--- src/rtl/net_strength_resolve_monitor.sv ---
// Purpose: resolves NDRV strength-annotated drivers on one wire to a 4-state
//   value plus winning strength each cycle, then a monitor FSM checks that the
//   registered resolved state settles to an expected state (pass) before a
//   timeout (fail).
// Ports:
//   clk, rst            rising-edge clock, async active-high reset
//   drv_en/drv_val      per-driver enable and driven value
//   drv_str0/drv_str1   per-driver 3-bit strengths when driving 0 / 1
//   start, expect_st    arm the monitor; expected state 00=0 01=1 10=z 11=x
//   res_st, res_str     registered resolved state and winning strength
//   busy, done          monitor in ARMED/COUNT, monitor in DONE
//   pass, fail          verdict, valid while done
module net_strength_resolve_monitor #(
  parameter int unsigned NDRV    = 2,
  parameter int unsigned SETTLE  = 4,
  parameter int unsigned TIMEOUT = 64
) (
  input  logic              clk,
  input  logic              rst,
  input  logic [NDRV-1:0]   drv_en,
  input  logic [NDRV-1:0]   drv_val,
  input  logic [3*NDRV-1:0] drv_str0,
  input  logic [3*NDRV-1:0] drv_str1,
  input  logic              start,
  input  logic [1:0]        expect_st,
  output logic [1:0]        res_st,
  output logic [2:0]        res_str,
  output logic              busy,
  output logic              done,
  output logic              pass,
  output logic              fail
);

  localparam int unsigned CW = $clog2(TIMEOUT + 1);

  localparam logic [1:0] ST_0 = 2'b00;
  localparam logic [1:0] ST_1 = 2'b01;
  localparam logic [1:0] ST_Z = 2'b10;
  localparam logic [1:0] ST_X = 2'b11;

  typedef enum logic [1:0] {IDLE, ARMED, COUNT, DONE} state_e;

  state_e          state_q, state_d;
  logic [1:0]      res_st_q, res_st_d;
  logic [2:0]      res_str_q, res_str_d;
  logic [1:0]      exp_q, exp_d;
  logic [CW-1:0]   scnt_q, scnt_d;
  logic [CW-1:0]   tcnt_q, tcnt_d;
  logic            busy_q, busy_d;
  logic            done_q, done_d;
  logic            pass_q, pass_d;
  logic            fail_q, fail_d;

  logic [2:0]      m0, m1;
  logic [2:0]      s0, s1;
  logic            match;
  logic [CW-1:0]   scnt_nxt;
  logic [CW-1:0]   tcnt_inc;

  // Strongest 0-drive and strongest 1-drive; strength 0 is highz and never wins.
  always_comb begin
    m0 = 3'd0;
    m1 = 3'd0;
    s0 = 3'd0;
    s1 = 3'd0;
    for (int i = 0; i < NDRV; i++) begin
      s0 = drv_str0[3*i +: 3];
      s1 = drv_str1[3*i +: 3];
      if (drv_en[i] && !drv_val[i] && (s0 > m0)) m0 = s0;
      if (drv_en[i] &&  drv_val[i] && (s1 > m1)) m1 = s1;
    end
    if ((m0 == 3'd0) && (m1 == 3'd0)) begin
      res_st_d  = ST_Z;
      res_str_d = 3'd0;
    end else if (m0 > m1) begin
      res_st_d  = ST_0;
      res_str_d = m0;
    end else if (m1 > m0) begin
      res_st_d  = ST_1;
      res_str_d = m1;
    end else begin
      res_st_d  = ST_X;
      res_str_d = m0;
    end
  end

  // Monitor next-state; settle completion takes priority over timeout.
  always_comb begin
    state_d  = state_q;
    exp_d    = exp_q;
    scnt_d   = scnt_q;
    tcnt_d   = tcnt_q;
    pass_d   = pass_q;
    fail_d   = fail_q;
    match    = (res_st_q == exp_q);
    tcnt_inc = tcnt_q + CW'(1);
    scnt_nxt = '0;
    case (state_q)
      IDLE, DONE: begin
        if (start) begin
          state_d = ARMED;
          exp_d   = expect_st;
          scnt_d  = '0;
          tcnt_d  = '0;
          pass_d  = 1'b0;
          fail_d  = 1'b0;
        end
      end
      ARMED, COUNT: begin
        tcnt_d = tcnt_inc;
        if (match) scnt_nxt = (state_q == ARMED) ? CW'(1) : scnt_q + CW'(1);
        scnt_d = scnt_nxt;
        if (match && (scnt_nxt == CW'(SETTLE))) begin
          state_d = DONE;
          pass_d  = 1'b1;
        end else if (tcnt_inc == CW'(TIMEOUT)) begin
          state_d = DONE;
          fail_d  = 1'b1;
        end else begin
          state_d = match ? COUNT : ARMED;
        end
      end
      default: state_d = IDLE;
    endcase
    busy_d = (state_d == ARMED) || (state_d == COUNT);
    done_d = (state_d == DONE);
  end

  // State and output registers.
  always_ff @(posedge clk or posedge rst) begin
    if (rst) begin
      state_q   <= IDLE;
      res_st_q  <= ST_Z;
      res_str_q <= 3'd0;
      exp_q     <= ST_Z;
      scnt_q    <= '0;
      tcnt_q    <= '0;
      busy_q    <= 1'b0;
      done_q    <= 1'b0;
      pass_q    <= 1'b0;
      fail_q    <= 1'b0;
    end else begin
      state_q   <= state_d;
      res_st_q  <= res_st_d;
      res_str_q <= res_str_d;
      exp_q     <= exp_d;
      scnt_q    <= scnt_d;
      tcnt_q    <= tcnt_d;
      busy_q    <= busy_d;
      done_q    <= done_d;
      pass_q    <= pass_d;
      fail_q    <= fail_d;
    end
  end

  assign res_st  = res_st_q;
  assign res_str = res_str_q;
  assign busy    = busy_q;
  assign done    = done_q;
  assign pass    = pass_q;
  assign fail    = fail_q;

endmodule

--- config.mk ---
export PLATFORM = sky130hd
export DESIGN_NAME = net_strength_resolve_monitor
export DESIGN_NICKNAME = d
export VERILOG_FILES = /design/src/rtl/net_strength_resolve_monitor.sv
export SDC_FILE = /design/constraint.sdc
export NUM_CORES = 1
export LEC_CHECK = 0
export ABC_CLOCK_PERIOD_IN_PS = 1700
export CAP_MARGIN = 10
export CORE_MARGIN = 3
export CORE_UTILIZATION = 40
export CTS_BUF_LIST = sky130_fd_sc_hd__clkbuf_8
export DETAILED_ROUTE_END_ITERATION = 16
export GPL_TIMING_DRIVEN = 0
export PLACE_DENSITY = 0.73
export SLEW_MARGIN = 30
export SYNTH_ARGS = -nofsm -noshare
export SYNTH_HDL_FRONTEND = slang
export SYNTH_SLANG_ARGS = --single-unit
--- constraint.sdc ---
create_clock -name clk -period 1.7 [get_ports clk]
set_input_delay 0.425 -clock clk [delete_from_list [all_inputs] [get_ports clk]]
set_output_delay 0.425 -clock clk [all_outputs]
set_load 0.02 [all_outputs]
# After elaboration in Yosys (flattened, before gate mapping)
# Cells that the tools add are included.
[totals]
out_inout_bits = 9
inputBits = 21
wordCells = 79
reg_bits = 27
[op_classes]
reduce_logical = 21
eq_ne = 13
addsub = 2
n_lt_le_gt_ge = 6
mux = 27
[ops]
columns = ["op", "count"]
rows = [
  ["2-to-1 mux 7 bit", 4],
  ["case mux 7 bit (2 select lines)", 2],
  ["2-to-1 mux 3 bit", 7],
  ["adder 7 x 1 -> 7 bit, second input constant", 2],
  ["2-to-1 mux 2 bit", 7],
  ["greater-than comparator 3 bit", 4],
  ["logical AND 1 bit", 10],
  ["== test 2 bit, second input constant", 4],
  ["!= test 2 bit, second input constant", 4],
  ["== test 7 x 3 -> 1 bit, second input constant", 1],
  ["== test 7 bit, second input constant", 1],
  ["greater-than comparator 3 x 1 -> 1 bit, second input constant", 2],
  ["logical NOT 3 bit", 2],
  ["== test 2 x 1 -> 1 bit, second input constant", 2],
  ["2-to-1 mux 1 bit", 4],
  ["case mux 1 bit (2 select lines)", 2],
  ["case mux 2 bit (2 select lines)", 1],
  ["AND reduction 2 bit", 2],
  ["OR reduction 2 bit", 2],
  ["AND reduction 3 bit", 1],
  ["== test 2 bit", 1],
  ["logical NOT 1 bit", 2],
  ["logical NOT 2 bit", 1],
  ["logical OR 1 bit", 1],
]

# Logic depth before layout (Yosys ltp)
[depth]
depth_word = 11
ltp_mapped = 14
ltp_nobuf = 14

# Worst setup path after synthesis
# Ideal clock, no wire load.
[synth_timing]
path_kind = "input to register"
from = "input port drv_en[0]"
to = "register res_str_q[0], in the netlist res_str[0]"
setup_ns = 0.079
required_time_ns = 1.621
setup_slack_ns = -1.073
t_arrival_ns = 2.693
path_stages = 12
path_cell_list = "nor2b_1 nand2_1 ha_1 a21oi_1 nand2_1 nand4b_4 mux2_2 ha_1 a311oi_1 a21oi_1 a221oi_2 mux2i_1"
[synth_via]
elab_chain_cells = 10
elab_cells_between_ends = 20
cone_classes = "order compare (4); mux (7); reduce/logical (9)"
[synth_rtl]
columns = ["item", "line", "text"]
rows = [
  ["start: declaration", "20", "input logic [NDRV-1:0] drv_en,"],
  ["logical AND 1 bit (on tied branches) (2 in series)", "70, 69", ""],
  ["2-to-1 mux 3 bit (on tied branches)", "70, 69", ""],
  ["greater-than comparator 3 bit (on tied branches)", "70, 69", ""],
  ["logical AND 1 bit (on tied branches)", "70, 69", ""],
  ["2-to-1 mux 3 bit (on tied branches)", "70, 69", ""],
  ["greater-than comparator 3 bit", "78", "end else if (m1 > m0) begin"],
  ["2-to-1 mux 3 bit", "78", ""],
  ["2-to-1 mux 3 bit", "75", "end else if (m0 > m1) begin"],
  ["2-to-1 mux 3 bit *", "72", "if ((m0 == 3'd0) && (m1 == 3'd0)) begin"],
  ["via res_str_d[0]", "45", "logic [2:0] res_str_q, res_str_d;"],
  ["end signal: assignment", "145", "res_str_q <= res_str_d;"],
  ["end: declaration", "45", ""],
]
# The timed path passes the listed nets; every way through them passes the cells marked *.
# A chain may end at the register's enable or synchronous reset.

# Final worst setup path
[layout_timing]
from = "input port drv_en[0]"
to = "register res_st_q[0], in the netlist res_st[0]"
[layout_via]
elab_chain_cells = 9
elab_cells_between_ends = 18
cone_classes = "order compare (3); mux (6); reduce/logical (9)"
[layout_rtl]
columns = ["item", "line", "text"]
rows = [
  ["logical AND 1 bit (on tied branches) (2 in series)", "69, 70", ""],
  ["2-to-1 mux 3 bit (on tied branches)", "69, 70", ""],
  ["greater-than comparator 3 bit (on tied branches)", "69, 70", ""],
  ["logical AND 1 bit (on tied branches)", "69, 70", ""],
  ["2-to-1 mux 3 bit (on tied branches)", "69, 70", ""],
  ["greater-than comparator 3 bit or logical NOT 3 bit (tied branches)", "75, 72", ""],
  ["2-to-1 mux 2 bit or logical AND 1 bit (tied branches)", "75, 72", ""],
  ["2-to-1 mux 2 bit *", "72", ""],
  ["via res_st_d[0]", "44", "logic [1:0] res_st_q, res_st_d;"],
  ["end signal: assignment", "144", "res_st_q <= res_st_d;"],
  ["end: declaration", "44", ""],
]
# Marked as above.

==> key figures <==
Pwr
  – Int Pwr: 1.74 mW
  – Power per Cell Area: 1010 nW/um^2
  – Sequential share of power: 31.8%
  – Sw Share: 38.5%
  – Clock Power Share: 12.7%
  – Worst ir drop on vdd: 0.000535 V
  – Tot Pwr: 2.83 mW
  – Leakage: 1.22 nW
  – Switching power: 1.09 mW
  – Combinational fraction of design power: 55.5%

Timing
  – Headroom to the max-slew limit: 63.3%
  – Unrepaired setup endpoints after global routing: yes
  – Final hold vios: 0
  – Final setup violation count: 10
  – Max Slew Vio Count: 0
  – Min cycle time layout: 2.53 ns
  – Clock Skew: 0.00589 ns
  – Final period util: 149%
  – Sum of negative setup slack: -3.92 ns
  – Worst slew pin tran: 0.550 ns
  – Final WS setup: -0.833 ns
  – Fmax: 395 MHz

Worst setup path
  – CP required: 1.87 ns
  – Crit end category: flip-flop
  – WS Path Type: input pin to flip-flop
  – Critical R2R Launch: scnt_q[0]$_DFFE_PP0P_
  – R2r setup slk: -0.14 ns
  – CP arrival: 2.70 ns
  – Critical path fanouts, max: 4
  – Worst flop-to-flop path endpoint: busy$_DFF_PP0_
  – Worst setup SP type: input pin
  – Worst r2r path cells: 8

Outcome
  – Status: complete, but fails checks
  – Failing checks: setup timing

Synth
  – Mapped Nets: 218
  – Count leader, synth: dfrtp_1
  – Ranking of synthesized cells by area: dfrtp_1 (36%), ha_1 (8.7%), o21ai_0 (5.2%)
  – Synthesized flop and latch total: 27
  – Post-Syn Area: 1730 sq um
  – Ys flop type: dfrtp_1
  – Number of enable flip-flop cells after synthesis: 0
  – Fraction of registers with async set/reset: 100%
  – Top-area cell type share of the netlist area: 36.2%
  – Avg Inst Size Synth: 9.33 sq um
  – Cell accounting for the most synthesized area: dfrtp_1
  – Post-synthesis sequential area ratio: 39.3%
  – Syn Inst Count: 185
  – Cell variety after synth: 39
  – Most frequent cells after synthesis: dfrtp_1 (25), o21ai_0 (18), nand2_1 (17)
  – Warnings from Yosys: 0

Global routing
  – Vias in the first global route: 1,602
  – Largest net degree at the start of global routing: 28
  – First-pass GRT wire length: 7.03 mm
  – Antenna violations before repair: 0
  – Grt ovf: 0
  – All-Layer GR Usage: 17.1%

Final layout
  – Filler Cell Count: 287
  – Footprint of the multi-input gates: 1360 sq um
  – Layout cells sized above 1: 46.1%
  – Antenna Diode Count: 0
  – Fin nets: 288
  – Reg area: 681 sq um
  – Area delta synth->final: 62.5%

Placed design
  – Gpl congestion: 0.772
  – DP Wirelength: 2.73 mm
  – Port Buffer Count: 29

CTS
  – Num CTS Buffers: 3
  – CTS tree: built
  – CTS Hold Bufs: 0
  – Root Driver: clkbuf_8
  – Clk sinks: 27
  – CTS Buffer Depth: 2
  – Worst skew pair latency: 0.27 ns
  – Clock-pin slew on the worst setup and hold paths: 0.08 ns
  – # H-tree levels: 1

Floorplanning
  – Die X-Extent: 71.7 um
  – Die Y: 71.7 um
  – Die ar.: 5140 sq um
  – Rows: 23
  – Core Area: 4090 sq um
  – Initial Util: 42.3%
  – Ports: 30

Routing
  – Antenna-violating nets left: 0
  – Via count: 1,650
  – 1st-iter DRT viols: 76
  – Vias per std cell: 5.43
  – Drt pass-1 iters: 4
  – Drc violations: 0
  – Post-Route WL: 4.51 mm
  – Average wire per cell in the routed design: 14.8 um

Flow run
  – Max_cap viols: 0

Worst hold path
  – Hold path endpoint: pass$_DFFE_PP0P_
  – Tightest Hold Check Type: flip-flop to flip-flop
  – Hold Path Origin: pass$_DFFE_PP0P_
  – Hold Crit Depth: 2
## flip-flops by register name (all words and copies together) (netlist names)
name / count
scnt_q: 7
tcnt_q: 7
res_str: 3
exp_q: 2
res_st: 2
state_q: 2
busy: 1
done: 1
fail: 1
pass: 1
## power groups by stage
stage	logic, mW	clock network (mW)	registers, mW
after floorplan	0.679	0	0.942
after global placement	1.01	0	0.909
after detailed placement	1.04	0	0.913
after CTS	1.29	0.367	0.894
after global routing	1.70	0.389	0.918
final	1.57	0.359	0.901
## critical path, cell delays in order
cell	delay [ns]
buf_8	0.08
nor2b_4	0.19
nand2_2	0.10
buf_4	0.14
buf_6	0.10
buf_4	0.12
buf_4	0.12
buf_4	0.12
buf_4	0.12
buf_4	0.12
buf_4	0.12
mux2_4	0.27
maj3_2	0.33
a21o_1	0.19
and2_1	0.14
## routing by layer
layer	GRT usage (%)	wire (um)	up-vias
met5	0	0	-
met4	4.80	69	0
met3	2.95	135	8
met2	32.1	2430	32
met1	19.8	1870	797
li1	-	-	813
## stage by stage
step / utilization, % / hold WS [ns] / instances / setup WS [ns] / area [sq um]
after floorplan: - / 0.466 / 185 / -0.871 / 1860
after global placement: 54.1 / 0.470 / 264 / -1.75 / 2210
after detailed placement: 54.1 / 0.475 / 264 / -1.79 / 2210
after CTS: 64.0 / 0.499 / 298 / -0.895 / 2610
after global routing: 68.6 / 0.550 / 304 / -0.943 / 2810
final: 68.6 / 0.501 / 304 / -0.833 / 2810
## worst max-delay path by stage
| stage | start | endpoint | slack (ns) | depth (start not counted) |
|---|---|---|---|---|
| floorplan | drv_en[0] | res_str[0]$_DFF_PP0_ | -0.87 | 12 |
| global placement | drv_val[0] | res_str[0]$_DFF_PP0_ | -1.75 | 13 |
| detailed placement | drv_val[0] | res_str[0]$_DFF_PP0_ | -1.79 | 13 |
| CTS | drv_en[0] | res_str[0]$_DFF_PP0_ | -0.89 | 13 |
| global route | drv_en[0] | res_str[0]$_DFF_PP0_ | -0.94 | 13 |
| finish | drv_en[0] | res_st[0]$_DFF_PP0_ | -0.83 | 15 |
## final cells by class
class | instances | area share [%]
buffer | 2 | 0.357
clock buffer | 3 | 1.47
clock inverter | 1 | 0.134
inverter | 15 | 2.01
multi-input combinational | 140 | 48.5
sequential | 27 | 24.3
tap | 50 | 2.23
timing repair buffer | 66 | 21.1
## cell families after synthesis
kind of cell / synth area share (%)
and+or+nand+nor: 18.1
AOI/OAI and AO/OA: 20.1
DFF: 39.3
buffers and inverters: 3.91
adders and majority gates: 9.35
muxes: 5.72
xor gates and xnor gates: 3.55
## cell usage in the layout (no fill, tap or decap), types with 5 or more instances in the layout
| master | Yosys | routed |
|---|---|---|
| o21ai_1 | 0 | 7 |
| a21oi_2 | 1 | 5 |
| nand3_2 | 0 | 5 |
| nand2_1 | 17 | 12 |
| nor2_1 | 13 | 8 |
| a22o_1 | 5 | 5 |
| xnor2_1 | 7 | 6 |
| buf_4 | 0 | 30 |
| dfrtp_1 | 25 | 23 |
| ha_4 | 0 | 8 |
| inv_1 | 15 | 13 |
| clkdlybuf4s50_1 | 0 | 13 |
| dlygate4sd2_1 | 0 | 10 |
| buf_6 | 0 | 8 |
| o21ai_0 | 18 | 8 |
## timing repair
action,in CTS,in global routing
endpoints found under the setup margin,23,16
gates resized for setup,66,42
pin swaps,36,21
buffers inserted,33,7
Note: power is estimated with default switching activity, not from simulation.
